### config.mk
export PLATFORM = sky130hd
export DESIGN_NAME = rect_cmd_loader
export DESIGN_NICKNAME = d
export VERILOG_FILES = /design/src/rtl/rect_cmd_pkg.sv /design/src/rtl/rect_cmd_loader.sv
export SDC_FILE = /design/constraint.sdc
export NUM_CORES = 1
export LEC_CHECK = 0
export CORE_ASPECT_RATIO = 1.4
export CORE_MARGIN = 5
export CORE_UTILIZATION = 30
export DETAILED_ROUTE_END_ITERATION = 6
export PLACE_DENSITY_LB_ADDON = 0.2
export SETUP_SLACK_MARGIN = 0.3
export SYNTH_ARGS = -nofsm -noshare
export SYNTH_HDL_FRONTEND = slang
export SYNTH_SLANG_ARGS = --single-unit
export TNS_END_PERCENT = 30
### constraint.sdc
create_clock -name clk -period 7.87 [get_ports clk]
set_input_delay 1.574 -clock clk [delete_from_list [all_inputs] [get_ports clk]]
set_output_delay 1.574 -clock clk [all_outputs]
set_load 0.005 [all_outputs]
### src/rtl/rect_cmd_pkg.sv
// Shared constants and types for the rectangle command loader: framing byte,
// packet body length, parser states and body byte offsets.
package rect_cmd_pkg;

    localparam logic [7:0] RC_HEADER   = 8'hA5;
    localparam int         RC_BODY_LEN = 10;

    typedef enum logic [1:0] {
        HUNT,
        BODY,
        CSUM,
        COMMIT
    } rc_state_e;

    typedef logic [3:0] ofs_t;

    localparam ofs_t OFS_IDX   = 4'd0;
    localparam ofs_t OFS_COLOR = 4'd1;
    localparam ofs_t OFS_X1_HI = 4'd2;
    localparam ofs_t OFS_X1_LO = 4'd3;
    localparam ofs_t OFS_X2_HI = 4'd4;
    localparam ofs_t OFS_X2_LO = 4'd5;
    localparam ofs_t OFS_Y1_HI = 4'd6;
    localparam ofs_t OFS_Y1_LO = 4'd7;
    localparam ofs_t OFS_Y2_HI = 4'd8;
    localparam ofs_t OFS_Y2_LO = 4'd9;

endpackage

### src/rtl/rect_cmd_loader.sv
// Parses framed 12-byte rectangle packets from a byte stream, validates checksum,
// bounds and inter-byte timeout, and commits good packets as one config write.
import rect_cmd_pkg::*;

module rect_cmd_loader #(
    parameter int WIDTH      = 800,
    parameter int HEIGHT     = 600,
    parameter int WIDTHBITS  = 10,
    parameter int HEIGHTBITS = 10,
    parameter int COLORBITS  = 8,
    parameter int RECTBITS   = 6,
    parameter int TIMEOUT    = 100000
) (
    input  logic                  clk,
    input  logic                  rst_b,
    input  logic [7:0]            cmd_data,
    input  logic                  cmd_valid,
    output logic                  cmd_ready,
    output logic [COLORBITS-1:0]  st__conf_color,
    output logic                  st__conf_enabled,
    output logic [WIDTHBITS-1:0]  st__conf_rect_x1,
    output logic [WIDTHBITS-1:0]  st__conf_rect_x2,
    output logic [HEIGHTBITS-1:0] st__conf_rect_y1,
    output logic [HEIGHTBITS-1:0] st__conf_rect_y2,
    output logic [RECTBITS-1:0]   vg__rect_index,
    output logic                  vg__rect_write,
    output logic [15:0]           pkt_ok_count,
    output logic                  pkt_err
);

    localparam int                  IDLEBITS   = $clog2(TIMEOUT + 1);
    localparam logic [IDLEBITS-1:0] IDLE_LIMIT = IDLEBITS'(TIMEOUT);
    localparam logic [15:0]         X_LIMIT    = 16'(WIDTH);
    localparam logic [15:0]         Y_LIMIT    = 16'(HEIGHT);

    rc_state_e             state_q, state_d;
    ofs_t                  cnt_q;
    logic [7:0]            csum_q;
    logic [IDLEBITS-1:0]   idle_q;
    logic [7:0]            shadow_q [RC_BODY_LEN];
    logic                  err_q;
    logic [15:0]           ok_cnt_q;
    logic [COLORBITS-1:0]  color_q;
    logic                  en_q;
    logic [WIDTHBITS-1:0]  x1_q, x2_q;
    logic [HEIGHTBITS-1:0] y1_q, y2_q;
    logic [RECTBITS-1:0]   idx_q;

    logic        in_pkt, timeout, accept, pkt_good, commit;
    logic [15:0] x1, x2, y1, y2;

    assign x1 = {shadow_q[OFS_X1_HI], shadow_q[OFS_X1_LO]};
    assign x2 = {shadow_q[OFS_X2_HI], shadow_q[OFS_X2_LO]};
    assign y1 = {shadow_q[OFS_Y1_HI], shadow_q[OFS_Y1_LO]};
    assign y2 = {shadow_q[OFS_Y2_HI], shadow_q[OFS_Y2_LO]};

    assign in_pkt   = (state_q == BODY) || (state_q == CSUM);
    assign timeout  = in_pkt && (idle_q == IDLE_LIMIT);
    assign accept   = cmd_valid && cmd_ready;
    // Checksum and both bounds are judged together so any failure yields one pulse.
    assign pkt_good = (cmd_data == csum_q) && (x1 <= x2) && (x2 < X_LIMIT)
                      && (y1 <= y2) && (y2 < Y_LIMIT);
    assign commit   = (state_q == CSUM) && accept && pkt_good;

    // NOTE: sequential state uses non-blocking assignments so every register
    // samples pre-edge values regardless of statement order.
    always_ff @(posedge clk or negedge rst_b) begin
        if (!rst_b) state_q <= HUNT;
        else        state_q <= state_d;
    end

    // NOTE: state_d is defaulted before the case so no path leaves it unassigned,
    // which would otherwise infer a latch.
    always_comb begin
        state_d = state_q;
        case (state_q)
            HUNT:    if (accept && cmd_data == RC_HEADER) state_d = BODY;
            BODY: begin
                if (timeout)                           state_d = HUNT;
                else if (accept && cnt_q == OFS_Y2_LO) state_d = CSUM;
            end
            CSUM: begin
                if (timeout)     state_d = HUNT;
                else if (accept) state_d = pkt_good ? COMMIT : HUNT;
            end
            COMMIT:  state_d = HUNT;
            default: state_d = HUNT;
        endcase
    end

    // The timeout cycle also deasserts ready so the offered byte is not consumed.
    always_comb begin
        cmd_ready      = (state_q != COMMIT) && !timeout;
        vg__rect_write = (state_q == COMMIT);
    end

    // NOTE: the shadow bytes carry no reset; a commit is only reachable after
    // all ten have been rewritten by the current packet.
    always_ff @(posedge clk) begin
        if (state_q == BODY && accept) shadow_q[cnt_q] <= cmd_data;
    end

    always_ff @(posedge clk or negedge rst_b) begin
        if (!rst_b) begin
            cnt_q    <= '0;
            csum_q   <= '0;
            idle_q   <= '0;
            err_q    <= 1'b0;
            ok_cnt_q <= '0;
            color_q  <= '0;
            en_q     <= 1'b0;
            x1_q     <= '0;
            x2_q     <= '0;
            y1_q     <= '0;
            y2_q     <= '0;
            idx_q    <= '0;
        end else begin
            err_q <= timeout || ((state_q == CSUM) && accept && !pkt_good);

            if (!in_pkt || accept)      idle_q <= '0;
            else if (idle_q != IDLE_LIMIT) idle_q <= idle_q + IDLEBITS'(1);

            if (state_q == HUNT) begin
                cnt_q  <= '0;
                csum_q <= '0;
            end else if (state_q == BODY && accept) begin
                cnt_q  <= cnt_q + 4'd1;
                csum_q <= csum_q ^ cmd_data;
            end

            if (commit) begin
                color_q  <= shadow_q[OFS_COLOR][COLORBITS-1:0];
                en_q     <= shadow_q[OFS_IDX][7];
                idx_q    <= shadow_q[OFS_IDX][RECTBITS-1:0];
                x1_q     <= x1[WIDTHBITS-1:0];
                x2_q     <= x2[WIDTHBITS-1:0];
                y1_q     <= y1[HEIGHTBITS-1:0];
                y2_q     <= y2[HEIGHTBITS-1:0];
                ok_cnt_q <= ok_cnt_q + 16'd1;
            end
        end
    end

    assign st__conf_color   = color_q;
    assign st__conf_enabled = en_q;
    assign st__conf_rect_x1 = x1_q;
    assign st__conf_rect_x2 = x2_q;
    assign st__conf_rect_y1 = y1_q;
    assign st__conf_rect_y2 = y2_q;
    assign vg__rect_index   = idx_q;
    assign pkt_ok_count     = ok_cnt_q;
    assign pkt_err          = err_q;

endmodule

---- Word level (Yosys, flattened, before mapping) ----
Memories as Yosys holds them, arrays and structs flattened. A register that Yosys moved wholly into a read port is not among the register bits.
Cells that the tools add are included.
operators by class
  $add $sub $neg .......................... 3
  multiply operators ...................... 0
  div/mod/pow operators ................... 0
  $lt $le $gt $ge ......................... 4
  equality and inequality tests ........... 12
  shifts and indexed selects .............. 0
  multiplexer cells ....................... 15
  bitwise logic cells ..................... 1
  reductions and logical operators ........ 25
operators by type and width
  kind                                                                     count
  17-bit two-way mux                                                       2
  16-bit less-or-equal comparator                                          2
  16-bit by 10-bit < comparator with 1-bit output (second input constant)  2
  17-bit by 1-bit adder with 17-bit output (second input constant)         1
  17-bit == test (second input constant)                                   1
  17-bit != test (second input constant)                                   1
  16-bit by 1-bit adder with 16-bit output (second input constant)         1
  8-bit two-way mux                                                        2
  1-bit logical AND                                                        13
  2-bit two-way mux                                                        6
  8-bit == test                                                            1
  8-bit == test (second input constant)                                    1
  4-bit two-way mux                                                        2
  2-bit one-hot mux with 4 select lines                                    1
  8-bit XOR                                                                1
  1-bit zero test                                                          5
  4-bit by 1-bit adder with 4-bit output (second input constant)           1
  2-bit == test (second input constant)                                    2
  4-bit == test (second input constant)                                    1
  2-bit != test (second input constant)                                    2
  2-bit nonzero test                                                       2
  1-bit logical OR                                                         3
  3-bit by 2-bit != test with 1-bit output (second input constant)         1
  3-bit != test (second input constant)                                    1
  other kinds (4)                                                          5
storage, ports and cells
  register bits after elaboration ......... 88
  latch bits .............................. 0
  bits in writable memories ............... 80
  memory bits (read-only) ................. 0
  output and inout port bits .............. 74
  memories ................................ 1
memory list
  memory    words  width  read ports  clocked after Yosys merged registers in  wr ports  RTL line               source
  shadow_q  10     8      10          2                                        1         rect_cmd_loader.sv:40  logic [7:0] shadow_q [RC_BODY_LEN];

---- Depth between registers and ports, before layout ----
  depth after elaboration ................. 10
  depth in mapped cells ................... 11
  gate-level depth less buffers ........... 9

---- Least setup slack after synthesis ----
No wires, ideal clock.
  path type ............................... input to register
  start point ............................. input port cmd_valid
  end point ............................... memory shadow_q[1][0], enable pin
  library setup time ...................... 0.395 ns
  arrival ................................. 2.892 ns
  data required time ...................... 7.475 ns
  setup slack ............................. 4.583 ns
  stages on the path ...................... 4
  path through ............................ nand2b_1 a21oi_1 nand2_1 nor4_1
on the way
  cells in the longest elaborated chain, start to end .. 4
RTL lines
  element                                  RTL line                source
  from (decl)                              rect_cmd_loader.sv:17   input logic cmd_valid,
  1-bit logical AND                        rect_cmd_loader.sv:59   assign accept = cmd_valid && cmd_ready;
  1-bit logical AND                        rect_cmd_loader.sv:100  if (state_q == BODY && accept) shadow_q[cnt_q] <= cmd_data;
  1-bit two-way mux                        rect_cmd_loader.sv:100
  1-bit two-way mux (implied by the code)  rect_cmd_loader.sv:100
  to (decl)                                rect_cmd_loader.sv:40
No other way between the ends.

---- Worst setup path in the final report ----
  start point ............................. input port cmd_data[1]
  end point ............................... register x1_q[6] (netlist: st__conf_rect_x1[6])
on the way
  cells in the longest elaborated chain, start to end .. 6
RTL lines
  element                         RTL line                source
  from (decl)                     rect_cmd_loader.sv:16   input logic [7:0] cmd_data,
  8-bit == test                   rect_cmd_loader.sv:61   assign pkt_good = (cmd_data == csum_q) && (x1 <= x2) && (x2 < X_LIMIT)
  1-bit logical AND (2 in a row)  rect_cmd_loader.sv:61
  1-bit logical AND (2 in a row)  rect_cmd_loader.sv:62   && (y1 <= y2) && (y2 < Y_LIMIT);
  1-bit logical AND               rect_cmd_loader.sv:63   assign commit = (state_q == CSUM) && accept && pkt_good;
  to (signal assigned)            rect_cmd_loader.sv:135  x1_q <= x1[WIDTHBITS-1:0];
  to (decl)                       rect_cmd_loader.sv:45   logic [WIDTHBITS-1:0] x1_q, x2_q;
No other way between the ends.
A chain may end at the register's enable or synchronous reset.

==> impl_results.rst <==
.. list-table::
   :header-rows: 1

   * - Metric
     - Value
   * - Number of pins exceeding their max-slew limit in the final report
     - 0
   * - Result of the run
     - finished, final reports clean
   * - Netlist area before placement
     - roughly 8000 um^2
   * - Post-Route WL
     - roughly 18000 um
   * - Worst Hold Path Cells
     - 1
   * - Num Clock Sinks
     - ~180
   * - Count of yosys warnings during synthesis
     - 0
   * - Total nets after synthesis
     - between 600 and 700
   * - Pin count of the biggest net entering global routing
     - 56
   * - Shortest period the worst path allows
     - 4520 ps
   * - Die outline width
     - ~150 um
   * - Number of hold violations in the final report
     - 0
   * - Area of the die
     - approximately 30000 um^2
   * - Peak supply drop
     - 0.144 mV
   * - Slack of the worst reg-to-reg path
     - around 4300 ps
   * - Post-synth top area share
     - 32.4%
   * - Pwr Total
     - around 2.2 mW
   * - Hold Path End
     - vg__rect_index[5]
   * - Worst skew pair latency
     - 440 ps
   * - Top_reg_cell synth
     - sky130_fd_sc_hd__dfrtp_1
   * - Cells resized by post-CTS repair
     - 0
   * - CTS clk-pin slew, worst paths
     - 70 ps
   * - Count of input and output buffers
     - 84
   * - Maximum fanout encountered on the critical timing path
     - 55
   * - Sequential cell area
     - about 4900 um^2
   * - Dominant cells by area after synthesis
     - sky130_fd_sc_hd__dfrtp_1 32%, sky130_fd_sc_hd__edfxtp_1 30%, sky130_fd_sc_hd__mux2_1 6.9%
   * - Sequential-to-total area share from yosys stat
     - just over 60%
   * - GRT Overall Usage
     - 12.4%
   * - ANT cells
     - 0
   * - Ratio of cells with drive above 1 in the final layout
     - about 8.1%
   * - Number of filler cells placed in the layout
     - ~2500
   * - Max-slew headroom at the worst pin
     - between 20% and 30%
   * - HPWL Detailed
     - between 10000 and 15000 um
   * - Critical path type
     - in -> reg
   * - Post-synthesis sequential element count
     - about 180
   * - Startpoint type of the worst setup path
     - input port
   * - Average vias per placed instance
     - ~4.7
   * - Most common library cells after synthesis
     - 103 x sky130_fd_sc_hd__dfrtp_1, 79 x sky130_fd_sc_hd__edfxtp_1, 49 x sky130_fd_sc_hd__mux2_1, 43 x sky130_fd_sc_hd__ha_1, 43 x sky130_fd_sc_hd__inv_1
   * - Total DRC errors in the routed layout
     - 0
   * - Class of the most critical hold timing path
     - reg -> reg
   * - Antenna violations before repair
     - 0
   * - Overall via count from detail_route
     - 4836
   * - Leftover overflow at the end of global routing
     - 0
   * - Worst min-delay path startpoint
     - shadow_q[0][5]
   * - Leakage power
     - 4.23 nW
   * - Arrival time at the worst endpoint
     - a little under 5000 ps
   * - Distinct cell type count after synthesis
     - just under 50
   * - Number of rows created at floorplan
     - 70
   * - Final core area utilization
     - about 37%
   * - Setup repair after global routing missed its margin
     - false
   * - R2R Path Start
     - shadow_q[8][5]
   * - Initial cell density of the core
     - a little under a third
   * - Final worst-path cycle share
     - roughly 57%
   * - Buffers from clock root to sink, at most
     - 2
   * - Depth of the worst register-to-register path
     - 10
   * - Leading area contributor after synthesis
     - sky130_fd_sc_hd__dfrtp_1
   * - Count of flip-flops with a built-in enable after synthesis
     - between 70 and 80
   * - Worst-margin pin slew
     - between 1000 and 1500 ps
   * - F_max
     - about 0.22 GHz
   * - Final setup TNS
     - 0 ps
   * - Number of maximum-capacitance constraint violations
     - 0
   * - Fraction of registers with async set or reset after synthesis
     - approximately 57%
   * - Capturing element type of the critical path
     - flip-flop
   * - Number of top-level pins
     - between 80 and 90
   * - Count of TritonRoute iterations in the first routing pass
     - 4
   * - Cell with the most instances after synthesis
     - sky130_fd_sc_hd__dfrtp_1
   * - Count of nets after finishing
     - ~740
   * - Number of cells produced by synthesis
     - 590
   * - Wire length per cell after detailed routing
     - between 15 and 20 um
   * - Post-CTS setup repair buffer count
     - 0
   * - Floorplan core area
     - roughly 26000 um^2
   * - Average size of a mapped cell
     - 13.5 um^2
   * - Growth of design area from synthesis to finish
     - 23.3%
   * - CTS H-tree depth
     - 4
   * - TritonCTS clock tree
     - done
   * - Via count of the first global-routing pass
     - roughly 5200
   * - Fin Clk Skew
     - 13.3 ps
   * - Root buffer selected by CTS
     - sky130_fd_sc_hd__clkbuf_16
   * - Die height
     - 203 um
   * - Total CTS buffers
     - 17
   * - Total power per unit cell area
     - 221 nW/um^2
   * - Remaining antenna violation count after routing
     - 0
   * - Crit Reg-Reg Endpoint
     - st__conf_rect_x1[6]
   * - Area occupied by multi-input gates
     - around 2700 um^2
   * - Routability congestion estimate
     - 0.808
   * - First-pass GRT wire length
     - 28800 um
   * - WP data required
     - between 8000 and 9000 ps
   * - DR iter-0 viols
     - around 240
   * - Post-CTS Hold Buffers
     - 0
   * - Endpoints failing setup
     - 0
-- per-layer routing --
metal	GRT usage [%]	part of all wire [%]
met1	14.0	41
met2	22.4	53
met3	3.24	3.9
met4	4.36	2.0
met5	0	0
-- worst max-delay path by stage --
stage           startpoint                  end  slack [ps]  depth (start not counted)
2_1_floorplan    cmd_valid       shadow_q[1][0]        4580                          4
3_3_place_gp   cmd_data[1]    vg__rect_index[4]        3050                          8
3_5_place_dp   cmd_data[1]  st__conf_rect_x1[6]        2840                          8
4_1_cts        cmd_data[1]  st__conf_rect_x1[6]        3310                          8
5_1_grt        cmd_data[1]  st__conf_rect_x1[6]        3170                          8
6_report       cmd_data[1]  st__conf_rect_x1[6]        3350                          8
-- placed cells by master (no fill, tap or decap), types with 8 or more instances in the layout --
cell                              netlist  final
sky130_fd_sc_hd__dfrtp_1              103    103
sky130_fd_sc_hd__clkdlybuf4s50_1        0     83
sky130_fd_sc_hd__edfxtp_1              79     79
sky130_fd_sc_hd__mux2_1                49     49
sky130_fd_sc_hd__inv_1                 43     43
sky130_fd_sc_hd__ha_1                  43     43
sky130_fd_sc_hd__nor2_1                33     33
sky130_fd_sc_hd__nand2_1               32     32
sky130_fd_sc_hd__xor2_1                26     26
sky130_fd_sc_hd__a21oi_1               21     21
sky130_fd_sc_hd__nand4_1               20     20
sky130_fd_sc_hd__xnor2_1               20     20
sky130_fd_sc_hd__nand3_1               18     18
sky130_fd_sc_hd__clkbuf_16              0     17
sky130_fd_sc_hd__and3_1                13     13
sky130_fd_sc_hd__buf_4                  2     12
sky130_fd_sc_hd__nor4_1                 9      8
-- flip-flops by register name, indices dropped and copies added (netlist names) --
register and flops:
csum_q 8, st__conf_enabled 1, st__conf_rect_x1 10, st__conf_rect_y1 10
vg__rect_index 6, pkt_ok_count 16, pkt_err 1, state_q 2
idle_q 17, st__conf_rect_y2 10, shadow_q 79, st__conf_color 8
cnt_q 4, st__conf_rect_x2 10
-- stage by stage --
stage	instance area, um^2	worst slack (ps)	cells	hold slack, ps
after floorplan	7960	4580	590	432
after global placement	9190	3050	993	438
after detailed placement	9190	2840	993	445
after CTS	9810	3310	1025	464
after global routing	9810	3170	1025	481
final	9810	3350	1025	459
-- critical path, cell delays in order --
cell and delay, ps:
sky130_fd_sc_hd__clkdlybuf4s50_1 730, sky130_fd_sc_hd__xor2_1 300, sky130_fd_sc_hd__nor4_1 350, sky130_fd_sc_hd__nand3_1 190, sky130_fd_sc_hd__a211oi_4 670, sky130_fd_sc_hd__nand2_2 160, sky130_fd_sc_hd__buf_4 400, sky130_fd_sc_hd__mux2_1 410
-- where the power goes --
group          internal (mW)  switching, mW
Combinational         0.0734          0.132
Clock                  0.536          0.375
Sequential              1.03         0.0245
Total                   1.64          0.531
-- cell families after synthesis --
kind of cell,synth area share [%]
mux,8.05
simple gates,10.6
buf+inv,3.35
fa+ha+maj,6.76
flops,62.2
compound gates,3.95
xor+xnor,5.06
-- area by class of cell --
type | instances | share of cell area, %
inverters | 43 | 1.64
flip-flops and latches | 182 | 50.4
multi-input cells | 349 | 28.0
well taps | 324 | 4.13
clock buffers | 18 | 4.37
repair buffers | 95 | 9.39
clock inverters | 14 | 2.00
Power figures use the tool's default switching activity.
